--- src/rtl/spi_slave_frame_rx.sv ---
`default_nettype none
// ============================================================================
// Module      : spi_slave_frame_rx
// Description : SPI mode-0 slave receiver for the counter link. Oversamples
//               sclk/mosi/ss_n in the clk domain, assembles MSB-first frames,
//               flags short/overrun frames, decodes a saturated 14-bit count
//               and echoes the previously accepted frame on miso.
// Revision    : 1.0 - initial release
// ============================================================================
module spi_slave_frame_rx #(
  parameter int DATA_WIDTH  = 16,
  parameter int SYNC_STAGES = 2,    // 2..3
  parameter int MAX_VALUE   = 9999
) (
  input  logic                  clk,
  input  logic                  rst,
  input  logic                  sclk,
  input  logic                  mosi,
  input  logic                  ss_n,
  output logic                  miso,
  output logic [DATA_WIDTH-1:0] rx_data,
  output logic                  rx_valid,
  output logic                  rx_error,
  output logic [13:0]           value,
  output logic                  value_valid,
  output logic                  range_err,
  output logic                  busy
);

  typedef enum logic [1:0] {
    ST_IDLE = 2'd0,
    ST_RECV = 2'd1,
    ST_DONE = 2'd2
  } state_t;

  localparam int              CNT_W    = $clog2(DATA_WIDTH + 1);
  localparam logic [CNT_W-1:0] LAST_BIT = CNT_W'(DATA_WIDTH - 1);
  localparam logic [13:0]     MAX_V    = 14'(MAX_VALUE);

  // Synchronizers, edge history and reset-settle tracking
  logic [SYNC_STAGES-1:0] sclk_sync_q, sclk_sync_d;
  logic [SYNC_STAGES-1:0] mosi_sync_q, mosi_sync_d;
  logic [SYNC_STAGES-1:0] ss_n_sync_q, ss_n_sync_d;
  logic [SYNC_STAGES-1:0] fill_q, fill_d;
  logic                   sclk_prev_q, sclk_prev_d;
  logic                   ss_n_prev_q, ss_n_prev_d;
  logic                   ss_armed_q, ss_armed_d;

  // Frame state
  state_t                  state_q, state_d;
  logic [CNT_W-1:0]        bit_cnt_q, bit_cnt_d;
  logic [DATA_WIDTH-2:0]   shift_q, shift_d;     // last bit goes straight to rx_data
  logic [DATA_WIDTH-1:0]   tx_shift_q, tx_shift_d;
  logic                    overrun_q, overrun_d;

  // Registered outputs
  logic                    miso_q, miso_d;
  logic [DATA_WIDTH-1:0]   rx_data_q, rx_data_d;
  logic                    rx_valid_q, rx_valid_d;
  logic                    rx_error_q, rx_error_d;
  logic [13:0]             value_q, value_d;
  logic                    value_valid_q, value_valid_d;
  logic                    range_err_q, range_err_d;
  logic                    busy_q, busy_d;

  // Synchronized views and single-cycle edge strobes
  logic                  sclk_s, mosi_s, ss_n_s;
  logic                  sclk_rise, sclk_fall, ss_rise, ss_fall;
  logic [DATA_WIDTH-1:0] word;
  logic                  word_sat;

  assign sclk_s    = sclk_sync_q[SYNC_STAGES-1];
  assign mosi_s    = mosi_sync_q[SYNC_STAGES-1];
  assign ss_n_s    = ss_n_sync_q[SYNC_STAGES-1];
  assign sclk_rise = sclk_s & ~sclk_prev_q;
  assign sclk_fall = ~sclk_s & sclk_prev_q;
  assign ss_rise   = ss_n_s & ~ss_n_prev_q;
  // A falling select only counts once ss_n has genuinely been seen high, so
  // releasing reset in the middle of a frame does not start a bogus frame.
  assign ss_fall   = ~ss_n_s & ss_n_prev_q & ss_armed_q;

  assign word      = {shift_q, mosi_s};
  assign word_sat  = (word[DATA_WIDTH-1:14] != '0) || (word[13:0] > MAX_V);

  // Synchronizer shifting and edge history
  always_comb begin
    sclk_sync_d = {sclk_sync_q[SYNC_STAGES-2:0], sclk};
    mosi_sync_d = {mosi_sync_q[SYNC_STAGES-2:0], mosi};
    ss_n_sync_d = {ss_n_sync_q[SYNC_STAGES-2:0], ss_n};
    fill_d      = {fill_q[SYNC_STAGES-2:0], 1'b1};
    sclk_prev_d = sclk_s;
    ss_n_prev_d = ss_n_s;
    // fill_q MSB set means the last sync stage now carries a real pin sample
    ss_armed_d  = ss_armed_q | (fill_q[SYNC_STAGES-1] & ss_n_s);
  end

  // Frame FSM next-state and output computation
  always_comb begin
    state_d       = state_q;
    bit_cnt_d     = bit_cnt_q;
    shift_d       = shift_q;
    tx_shift_d    = tx_shift_q;
    overrun_d     = overrun_q;
    miso_d        = miso_q;
    rx_data_d     = rx_data_q;
    value_d       = value_q;
    rx_valid_d    = 1'b0;
    rx_error_d    = 1'b0;
    value_valid_d = 1'b0;
    range_err_d   = 1'b0;

    case (state_q)
      ST_IDLE: begin
        miso_d = 1'b0;
        if (ss_fall) begin
          state_d    = ST_RECV;
          bit_cnt_d  = '0;
          shift_d    = '0;
          overrun_d  = 1'b0;
          tx_shift_d = rx_data_q;
          miso_d     = rx_data_q[DATA_WIDTH-1];
        end
      end
      ST_RECV: begin
        // Select release wins over a coincident clock edge: short frame
        if (ss_rise) begin
          rx_error_d = 1'b1;
          miso_d     = 1'b0;
          state_d    = ST_IDLE;
        end else if (sclk_rise) begin
          shift_d   = word[DATA_WIDTH-2:0];
          bit_cnt_d = bit_cnt_q + 1'b1;
          if (bit_cnt_q == LAST_BIT) begin
            rx_data_d     = word;
            rx_valid_d    = 1'b1;
            value_valid_d = 1'b1;
            value_d       = word_sat ? MAX_V : word[13:0];
            range_err_d   = word_sat;
            miso_d        = 1'b0;
            state_d       = ST_DONE;
          end
        end else if (sclk_fall) begin
          tx_shift_d = tx_shift_q << 1;
          miso_d     = tx_shift_q[DATA_WIDTH-2];
        end
      end
      ST_DONE: begin
        miso_d = 1'b0;
        if (ss_rise) begin
          rx_error_d = overrun_q;
          overrun_d  = 1'b0;
          state_d    = ST_IDLE;
        end else if (sclk_rise) begin
          overrun_d = 1'b1;
        end
      end
      default: begin
        state_d = ST_IDLE;
        miso_d  = 1'b0;
      end
    endcase

    busy_d = (state_d != ST_IDLE);
  end

  // State and output registers with asynchronous reset
  always_ff @(posedge clk or posedge rst) begin
    if (rst) begin
      sclk_sync_q   <= '0;
      mosi_sync_q   <= '0;
      ss_n_sync_q   <= '1;
      fill_q        <= '0;
      sclk_prev_q   <= 1'b0;
      ss_n_prev_q   <= 1'b1;
      ss_armed_q    <= 1'b0;
      state_q       <= ST_IDLE;
      bit_cnt_q     <= '0;
      shift_q       <= '0;
      tx_shift_q    <= '0;
      overrun_q     <= 1'b0;
      miso_q        <= 1'b0;
      rx_data_q     <= '0;
      rx_valid_q    <= 1'b0;
      rx_error_q    <= 1'b0;
      value_q       <= '0;
      value_valid_q <= 1'b0;
      range_err_q   <= 1'b0;
      busy_q        <= 1'b0;
    end else begin
      sclk_sync_q   <= sclk_sync_d;
      mosi_sync_q   <= mosi_sync_d;
      ss_n_sync_q   <= ss_n_sync_d;
      fill_q        <= fill_d;
      sclk_prev_q   <= sclk_prev_d;
      ss_n_prev_q   <= ss_n_prev_d;
      ss_armed_q    <= ss_armed_d;
      state_q       <= state_d;
      bit_cnt_q     <= bit_cnt_d;
      shift_q       <= shift_d;
      tx_shift_q    <= tx_shift_d;
      overrun_q     <= overrun_d;
      miso_q        <= miso_d;
      rx_data_q     <= rx_data_d;
      rx_valid_q    <= rx_valid_d;
      rx_error_q    <= rx_error_d;
      value_q       <= value_d;
      value_valid_q <= value_valid_d;
      range_err_q   <= range_err_d;
      busy_q        <= busy_d;
    end
  end

  assign miso        = miso_q;
  assign rx_data     = rx_data_q;
  assign rx_valid    = rx_valid_q;
  assign rx_error    = rx_error_q;
  assign value       = value_q;
  assign value_valid = value_valid_q;
  assign range_err   = range_err_q;
  assign busy        = busy_q;

endmodule
`default_nettype wire

--- config.mk ---
export PLATFORM = sky130hd
export DESIGN_NAME = spi_slave_frame_rx
export DESIGN_NICKNAME = d
export VERILOG_FILES = /design/src/rtl/spi_slave_frame_rx.sv
export SDC_FILE = /design/constraint.sdc
export NUM_CORES = 1
export LEC_CHECK = 0
export BUFFER_PORTS_ARGS = -buffer_cell sky130_fd_sc_hd__buf_2
export CORE_MARGIN = 5
export CORE_UTILIZATION = 55
export CTS_CLUSTER_DIAMETER = 80
export DETAILED_ROUTE_END_ITERATION = 16
export PLACE_DENSITY_LB_ADDON = 0.05
export SLEW_MARGIN = 20
export SYNTH_ARGS = -nofsm -noshare
export SYNTH_HDL_FRONTEND = slang
export SYNTH_SLANG_ARGS = --single-unit
--- constraint.sdc ---
create_clock -name clk -period 3.1 [get_ports clk]
set_input_delay 0.62 -clock clk [delete_from_list [all_inputs] [get_ports clk]]
set_output_delay 0.62 -clock clk [all_outputs]
set_load 0.02 [all_outputs]
==> After elaboration in Yosys (flattened, before gate mapping) <==
Index checks and enable logic that the tools add are counted.
{ "word_totals": {"ff_bits": 84, "inputBits": 5, "out_inout_bits": 36, "wordCells": 96} }
{ "op_classes": {"n_addsub": 1, "order_cmp": 1, "eq_ne": 11, "muxes": 41, "bitwise_logic": 12, "n_reduce_logical": 11} }
{ "op_table": {"columns": ["operator", "count"], "rows": [
  ["15-bit two-way mux", 7],
  ["15-bit one-hot mux with 2 select lines", 2],
  ["1-bit two-way mux", 18],
  ["5-bit two-way mux", 3],
  ["14-bit greater-than comparator (second input constant)", 1],
  ["14-bit two-way mux", 1],
  ["2-bit two-way mux", 5],
  ["2-bit inequality test (second input constant)", 5],
  ["5-bit one-hot mux with 2 select lines", 1],
  ["4-bit inequality test (second input constant)", 2],
  ["4-bit AND reduction", 2],
  ["2-bit nonzero test", 4],
  ["1-bit AND", 6],
  ["1-bit one-hot mux with 2 select lines", 3],
  ["2-bit one-hot mux with 3 select lines", 1],
  ["5-bit by 1-bit adder with 5-bit output (second input constant)", 1],
  ["5-bit by 4-bit == test with 1-bit output (second input constant)", 1],
  ["1-bit inverter", 5],
  ["5-bit AND reduction", 1],
  ["3-bit inequality test (second input constant)", 1],
  ["3-bit AND reduction", 1],
  ["2-bit by 1-bit == test with 1-bit output (second input constant)", 1],
  ["2-bit == test (second input constant)", 1],
  ["2-bit zero test", 1],
  ["3 further kinds", 3]
]} }

==> Depth between registers and ports, before layout <==
Gate-level depths: netlist of run 1.
{ "depth": {"depth_word": 6, "mapped_depth": 9, "ltp_nobuf": 7} }

==> Worst setup path after synthesis of run 1 <==
No wires, ideal clock.
{ "synth_timing": {"path_kind": "flip-flop to flip-flop", "startpoint": "register state_q[1]", "endpoint": "register tx_shift_q[4]", "setup_ns": 0.125, "arrival_time_ns": 1.661, "required_time_ns": 2.975, "setup_slack_ns": 1.314, "path_stages_with_launch": 7, "n_path_buf": 2, "synth_period_minus_slack_ns": 1.786, "cell_sequence": "dfrtp_1 > inv_1 > ha_1 > buf_4 > clkbuf_1 > mux2_2 > mux2_2"} }
{ "synth_via": {"elab_chain_len": 3, "elab_cells_between_ends": 9} }
{ "synth_rtl": {"columns": ["item", "line_no", "rtl"], "rows": [
  ["start, declared", "50", "state_t state_q, state_d;"],
  ["start signal, assigned", "197", "state_q <= state_d;"],
  ["2-bit by 1-bit == test with 1-bit output or 2-bit zero test (tied branches)", "112", "case (state_q)"],
  ["2-bit inequality test (no source line) or 2-bit nonzero test (tied branches)", null, null],
  ["5-bit AND reduction (no source line)", null, null],
  ["end signal, assigned", "200", "tx_shift_q <= tx_shift_d;"],
  ["end, declared", "53", "logic [DATA_WIDTH-1:0] tx_shift_q, tx_shift_d;"]
]} }
Parallel ways exist; a longest one is shown, timed or not.
A chain may end at the register's enable or synchronous reset.

==> Worst setup path after layout of run 1 <==
{ "layout_timing": {"startpoint": "register state_q[1]", "endpoint": "register tx_shift_q[5]"} }
The elaborated chain is that of the path after synthesis.

==> reports/qor.yml, run 1 <==
critical_path:
  setup.worst_path.start_class: "flip-flop"
  cp.buffers_inverters: 1
  crit_type: "flip-flop to flip-flop"
  critPathCaptureType: "flip-flop"
  cp_data_required_time_ns: 3.33
  critical_path.startpoint: "state_q[1]"
  critPathMaxFanout: 15
  cp_slowest_cell: "nor2_4"
  reg2reg_from: "state_q[1]"
  timing.critical_path.cells: "inv_1, ha_1, nor2b_1, a32oi_2, nor2_4, mux2_2"
  max_stage_delay_ns: 0.47
  cp_top_family: "simple AND/OR/NAND/NOR gates"
  arrival_ns: 2.56
timing:
  hold_viol: 0
  max_slew_margin_pct: 49.2
  achievable-frequency_ghz: 0.430
  setup_repair_after_global_routing_missed_its_margin: "no"
  setup-tns-final_ns: 0
  finalWorstPathRequiredPeriod_ns: 2.33
  fin_worst_skew_ns: 0.0140
  slew_violations: 0
  finalSetupViolations: 0
  tightest_slew_ns: 0.761
  fin_crit_sh_pct: 75.1
clock_network:
  holdBufCountCts: 0
  clkSlewWorstSetupHoldPaths_ns: 0.08
  cts_buffers: 9
  clock-root-buffer: "clkbuf_8"
  htree_levels: 3
  worst_skew_late_latency_ns: 0.35
  cts_setup_buffers: 0
  cts_tree: "yes"
  cts.repair.resized: 0
  numClockSinks: 84
  cts_buffer_depth: 2
grt:
  antenna_violations_before_repair: 0
  first_global_vias: 2352
  largest_net_degree_at_the_start_of_global_routing: 45
  total_gr_overflow: 0
  global_route_wire_length_before_repair_mm: 12.0
  grt_use_total_pct: 18.3
placed_design:
  port-buffer-count: 40
  hpwl_mm: 4.76
  routabilityCongestion: 0.753
pwr:
  power.share.clock_pct: 33.4
  total_power_mw: 2.52
  power.share.switching_pct: 29.5
  share_seq_of_total_power_pct: 47.2
  p_int_mw: 1.78
  power.density_cell_area_nw_per_um2: 622
  power.switching_mw: 0.744
  total_leakage_power_nw: 2.14
  combinational_cell_fraction_of_total_power_pct: 19.4
  peakVddDrop_mv: 0.443
floorplanning:
  die_h_microns: 90.9
  ports: 41
  die_area_sq_um: 8270
  row_count: 29
  chipWidth_microns: 90.9
  core_sq_um: 6350
  start_util_pct: 56.7
synthesis:
  ys_async_sr_fraction_pct: 100
  post_synth_main_area_contributors: "dfrtp_1 (56%), nand2_1 (11%), mux2_2 (5.9%)"
  yosysTopAreaCell: "dfrtp_1"
  postSynthCellCount: 334
  syn_area_per_cell_sq_um: 10.8
  synthDominantCellAreaShare_pct: 56.3
  mappedNetlistNets: 347
  postSynth.topFlopCell: "dfrtp_1"
  yosys_warnings: 0
  yosysUniqueCellTypes: 45
  synth-seq-area-share_pct: 58.4
  synth_edf_count: 0
  postSynthRegisterBits: 84
  mappedNetlistArea_sq_um: 3600
drt:
  vias: 2389
  detail_route.wirelength_mm: 7.03
  drt_first_iter_violations: 190
  detail_route.vias_per_cell: 5.25
  drc: 0
  number_of_nets_with_antenna_violations_after_detailed_routing: 0
  drt-wirelength-per-cell_microns: 15.4
  firstDrtPassIters: 5
final_layout:
  post_route_cells_drive_above_1_share_pct: 26.2
  area.growth.synth_to_final_pct: 12.6
  antenna-diode-count: 0
  num-nets-final: 386
min_path:
  min-delay-start: "fill_q[0]"
  worst_hold_path_type: "flip-flop to flip-flop"
run_status:
  outcome: "finished clean"
flow_run:
  max-cap-violations: 0
-- state kept, by name (all words and copies together), names as in the netlist --
register     cells
rx_data         16
shift_q         15
tx_shift_q      15
value           14
bit_cnt_q        5
fill_q           2
mosi_sync_q      2
sclk_sync_q      2
ss_n_sync_q      2
state_q          2
busy             1
miso             1
overrun_q        1
range_err        1
rx_error         1
sclk_prev_q      1
ss_armed_q       1
ss_n_prev_q      1
value_valid      1
-- metal layers --
layer  up-vias  GRT usage [%]  wire length, microns
met5         -              0                     0
met4         0           5.26                    81
met3         8           6.12                   357
met2        55           26.2                  3180
met1      1143           26.6                  3410
li1       1183              -                     -
-- metrics by stage --
stage          setup WS [ns]  std cells  util [%]  hold WS [ns]  instance area (sq um)
2_1_floorplan          0.320        334         -         0.331                   3600
3_3_place_gp           0.864        439      60.5         0.332                   3840
3_5_place_dp           0.794        439      60.5         0.336                   3840
4_1_cts                0.764        455      63.9         0.333                   4060
5_1_grt                0.585        455      63.9         0.327                   4060
6_report               0.773        455      63.9         0.351                   4060
-- kinds of logic after synthesis --
logic type	synth area share, %
other	0.104
adders and majority gates	2.78
DFF	58.4
and+or+nand+nor	16.7
muxes	10.4
buffers and inverters	3.99
AOI/OAI and AO/OA	7.64
-- power by group through the flow --
stage | Combinational [mW] | Clock [mW] | Sequential (mW)
finish | 0.491 | 0.842 | 1.19
global route | 0.544 | 0.915 | 1.20
CTS | 0.492 | 0.869 | 1.19
detailed placement | 0.490 | 0 | 1.21
global placement | 0.483 | 0 | 1.21
floorplan | 0.405 | 0 | 1.22
-- path summary, 6_finish.rpt --
check,depth (start not counted),end,slack [ns]
setup reg to reg,6,tx_shift_q[5],0.77
max in group asynchronous,3,tx_shift_q[12],1.96
hold / removal,0,fill_q[1],0.35
min in group asynchronous,2,value[11],0.38
hold reg to reg,0,fill_q[1],0.35
setup / recovery,6,tx_shift_q[5],0.77
-- synthesized netlist by cell type (all sizes together) (2+ instances only) --
master and n:
a21boi 2, nor2b 3, o21ai 24, inv 9, a21oi 6, nor3 3
mux2 29, dfstp 3, clkbuf 7, o21a 3, nand3 11, buf 11
ha 8, nand4b 2, nor2 5, nand2b 2, a21o 2, nand2 103
dfrtp 81, nand4 2
-- worst register-to-register path: cells and delay by family, from the launching register on --
kind / cells / cell delay, ns
simple gates: 2 / 0.69
fa+ha+maj: 1 / 0.46
buf+inv: 1 / 0.09
flops: 1 / 0.42
compound gates: 1 / 0.14
mux: 1 / 0.41
-- cells in the final DEF, fill, tap and decap left out, drive strengths merged, types with 2 or more instances in the layout --
master      n
nor2        5
clkinv      4
o21ai      24
nand4       2
nand2     103
nand3      11
mux2       29
dfrtp      81
clkbuf     10
inv         8
nand4b      2
nor3        3
nand2b      2
a21boi      2
buf        46
a21oi       6
bufinv      2
a21o        2
o21a        3
dfstp       3
nor2b       3
clkinvlp    2
ha          8
-- cell type report --
class / instances / area, sq um
Tap cell: 77 / 96.3
Inverter: 10 / 40.0
Multi-Input combinational cell: 222 / 1350
Timing Repair Buffer: 46 / 245
Clock inverter: 6 / 88.8
Fill cell: 532 / 2290
Clock buffer: 10 / 128
Sequential cell: 84 / 2110
(Power assumes the default switching activity.)
==> inputs of run 2 (changes only) <==
- CORE_UTILIZATION: 55 -> 52
- clock period: 3.1 -> 2 ns (I/O delays scaled with it)
==> run 2 against run 1 <==
  * Combinational power rose by 81%
  * Sequential power rose by 55%
  * Worst hold slack got worse by 0.23 ns
  * Clock-buffer cell count did not move
  * Routed wire length fell by 2.6%
  * Clock skew fell by 0.0051 ns
  * Total power rose by 54%
  * Sequential share of layout area fell by 0.82 points
  * Via count rose by 0.80%
  * Fmax rose by 25%
  * Die area rose by 5.1%
  * Critical path type unchanged
  * Largest power group unchanged
==> reports/qor.yml, run 2 (synthesis gave the netlist of run 1 again) <==
critical_path:
  timing.critical_path.cells: "inv_1, ha_1, a21boi_1, o31a_1, or3_1, a22oi_1"
  critPathCaptureType: "flip-flop"
  max_stage_delay_ns: 0.41
  critical_path.startpoint: "state_q[0]"
  cp_slowest_cell: "dfrtp_1"
  critPathMaxFanout: 7
  setup.worst_path.start_class: "flip-flop"
  arrival_ns: 2.11
  cp_data_required_time_ns: 2.26
  crit_type: "flip-flop to flip-flop"
  reg2reg_from: "state_q[0]"
timing:
  fin_crit_sh_pct: 92.7
  hold_viol: 0
  setup-tns-final_ns: 0
  finalWorstPathRequiredPeriod_ns: 1.85
  final_critical_path_setup_slack_ns: 0.145
  finalSetupViolations: 0
  achievable-frequency_ghz: 0.539
  setup_repair_after_global_routing_missed_its_margin: "no"
  slew_violations: 0
  hold_slack_ns: 0.125
  fin_worst_skew_ns: 0.00892
floorplanning:
  ports: 41
  chipWidth_microns: 93.2
  die_area_sq_um: 8690
  die_h_microns: 93.2
  start_util_pct: 53.3
  row_count: 30
  core_sq_um: 6760
drt:
  drt_first_iter_violations: 95
  drt-wirelength-per-cell_microns: 14.8
  drc: 0
  vias: 2408
  detail_route.wirelength_mm: 6.84
  detail_route.vias_per_cell: 5.19
  number_of_nets_with_antenna_violations_after_detailed_routing: 0
  firstDrtPassIters: 4
placed_design:
  dpl_cell_area_sq_um: 3940
  routabilityCongestion: 0.818
  detailedPlace.worstSlack_ns: 0.0870
  port-buffer-count: 40
  hpwl_mm: 4.73
clock_network:
  clkSlewWorstSetupHoldPaths_ns: 0.08
  numClockSinks: 84
  holdBufCountCts: 0
  worst_skew_late_latency_ns: 0.34
  cts_setup_buffers: 0
  cts_buffer_depth: 2
  htree_levels: 3
  cts_buffers: 9
  clock-root-buffer: "clkbuf_8"
  cts_tree: "yes"
final_layout:
  count_of_filler_cells_inserted_in_the_layout: 585
  post_route_cells_drive_above_1_share_pct: 27.9
  most_common_cell_after_layout_fill_and_taps_aside: "nand2_1"
  number_of_flip_flops_under_the_largest_register_name: 16
  antenna-diode-count: 0
  area.growth.synth_to_final_pct: 14.4
  most-common-layout-cells: "nand2_1 (103), dfrtp_1 (81), buf_2 (40), o21ai_0 (24), mux2_2 (19)"
  final_design_area_no_fill_sq_um: 4120
  layout.area.seq_sq_um: 2110
  post-route-util_pct: 61.0
  num-nets-final: 393
  multi_input_gate_area_in_the_final_layout_sq_um: 1360
grt:
  first_global_vias: 2437
  global_route_wire_length_before_repair_mm: 12.0
  grt_use_total_pct: 17.7
  total_gr_overflow: 0
  largest_net_degree_at_the_start_of_global_routing: 52
  antenna_violations_before_repair: 0
flow_run:
  max-cap-violations: 0
pwr:
  total_leakage_power_nw: 2.17
  power.density_cell_area_nw_per_um2: 940
  peakVddDrop_mv: 0.475
min_path:
  worst_hold_path_type: "input port to asynchronous set/reset pin"
run_status:
  outcome: "finished clean"
-- run 2: changes by cell type in the layout (fill, tap and decap cells not counted) --
cell,previous run,this run
bufinv_16,2,1
a21o_1,2,1
clkinvlp_4,2,1
clkinv_2,3,4
ha_1,8,7
ha_2,0,1
a21o_2,0,1
buf_12,0,3
buf_4,6,10
-- run 2: routing by layer --
metal | vias to the layer above | share of wire [%] | track usage [%]
met3 | 9 | 4.0 | 3.62
met5 | - | 0 | 0
met2 | 44 | 44 | 25.4
met1 | 1150 | 51 | 26.4
met4 | 0 | 1.2 | 6.96
li1 | 1205 | - | -
-- run 2: cell type report --
type	count	area share [%]
tap	80	2.43
sequential	84	51.1
multi-input combinational	222	32.9
clock buffer	10	3.10
timing repair buffer	53	8.13
inverter	10	1.03
clock inverter	5	1.31
-- run 2: report_power, final --
| group | leakage [nW] | switching [mW] | internal [mW] | total, mW |
|---|---|---|---|---|
| combinational | 0.941 | 0.507 | 0.380 | 0.887 |
| sequential | 1.14 | 0.0653 | 1.78 | 1.85 |
| clock | 0.0959 | 0.575 | 0.567 | 1.14 |
-- run 2: critical path, delay by kind of cell (launching register included) --
kind,cells,cell delay (ns)
AO/OA/AOI/OAI,3,0.64
adder cells (fa/ha/maj),1,0.29
buffers and inverters,1,0.08
flip-flops,1,0.41
AND/OR/NAND/NOR,1,0.34
-- run 2: worst paths after layout --
check / to / slack, ns / cells after the start
worst max-delay path: bit_cnt_q[3] / 0.15 / 6
worst min-delay path: rx_data[10] / 0.13 / 3
worst max register to register: bit_cnt_q[3] / 0.15 / 6
worst min register to register: sclk_sync_q[1] / 0.35 / 0
max in group asynchronous: rx_data[7] / 1.50 / 3
min in group clk: ss_n_sync_q[0] / 0.15 / 1
-- run 2: what timing repair did --
item                                    in CTS  in global routing
gates resized for setup                      0                  2
endpoints found under the setup margin       0                 19
endpoints found under the hold margin        0                  0
-- run 2: per-stage QoR --
| step | power, mW | instances |
|---|---|---|
| 6_report | 3.88 | 464 |
| 5_1_grt | 4.11 | 464 |
| 4_1_cts | 3.93 | 464 |
| 3_5_place_dp | 2.78 | 449 |
| 3_3_place_gp | 2.76 | 449 |
| 2_1_floorplan | 2.51 | 334 |
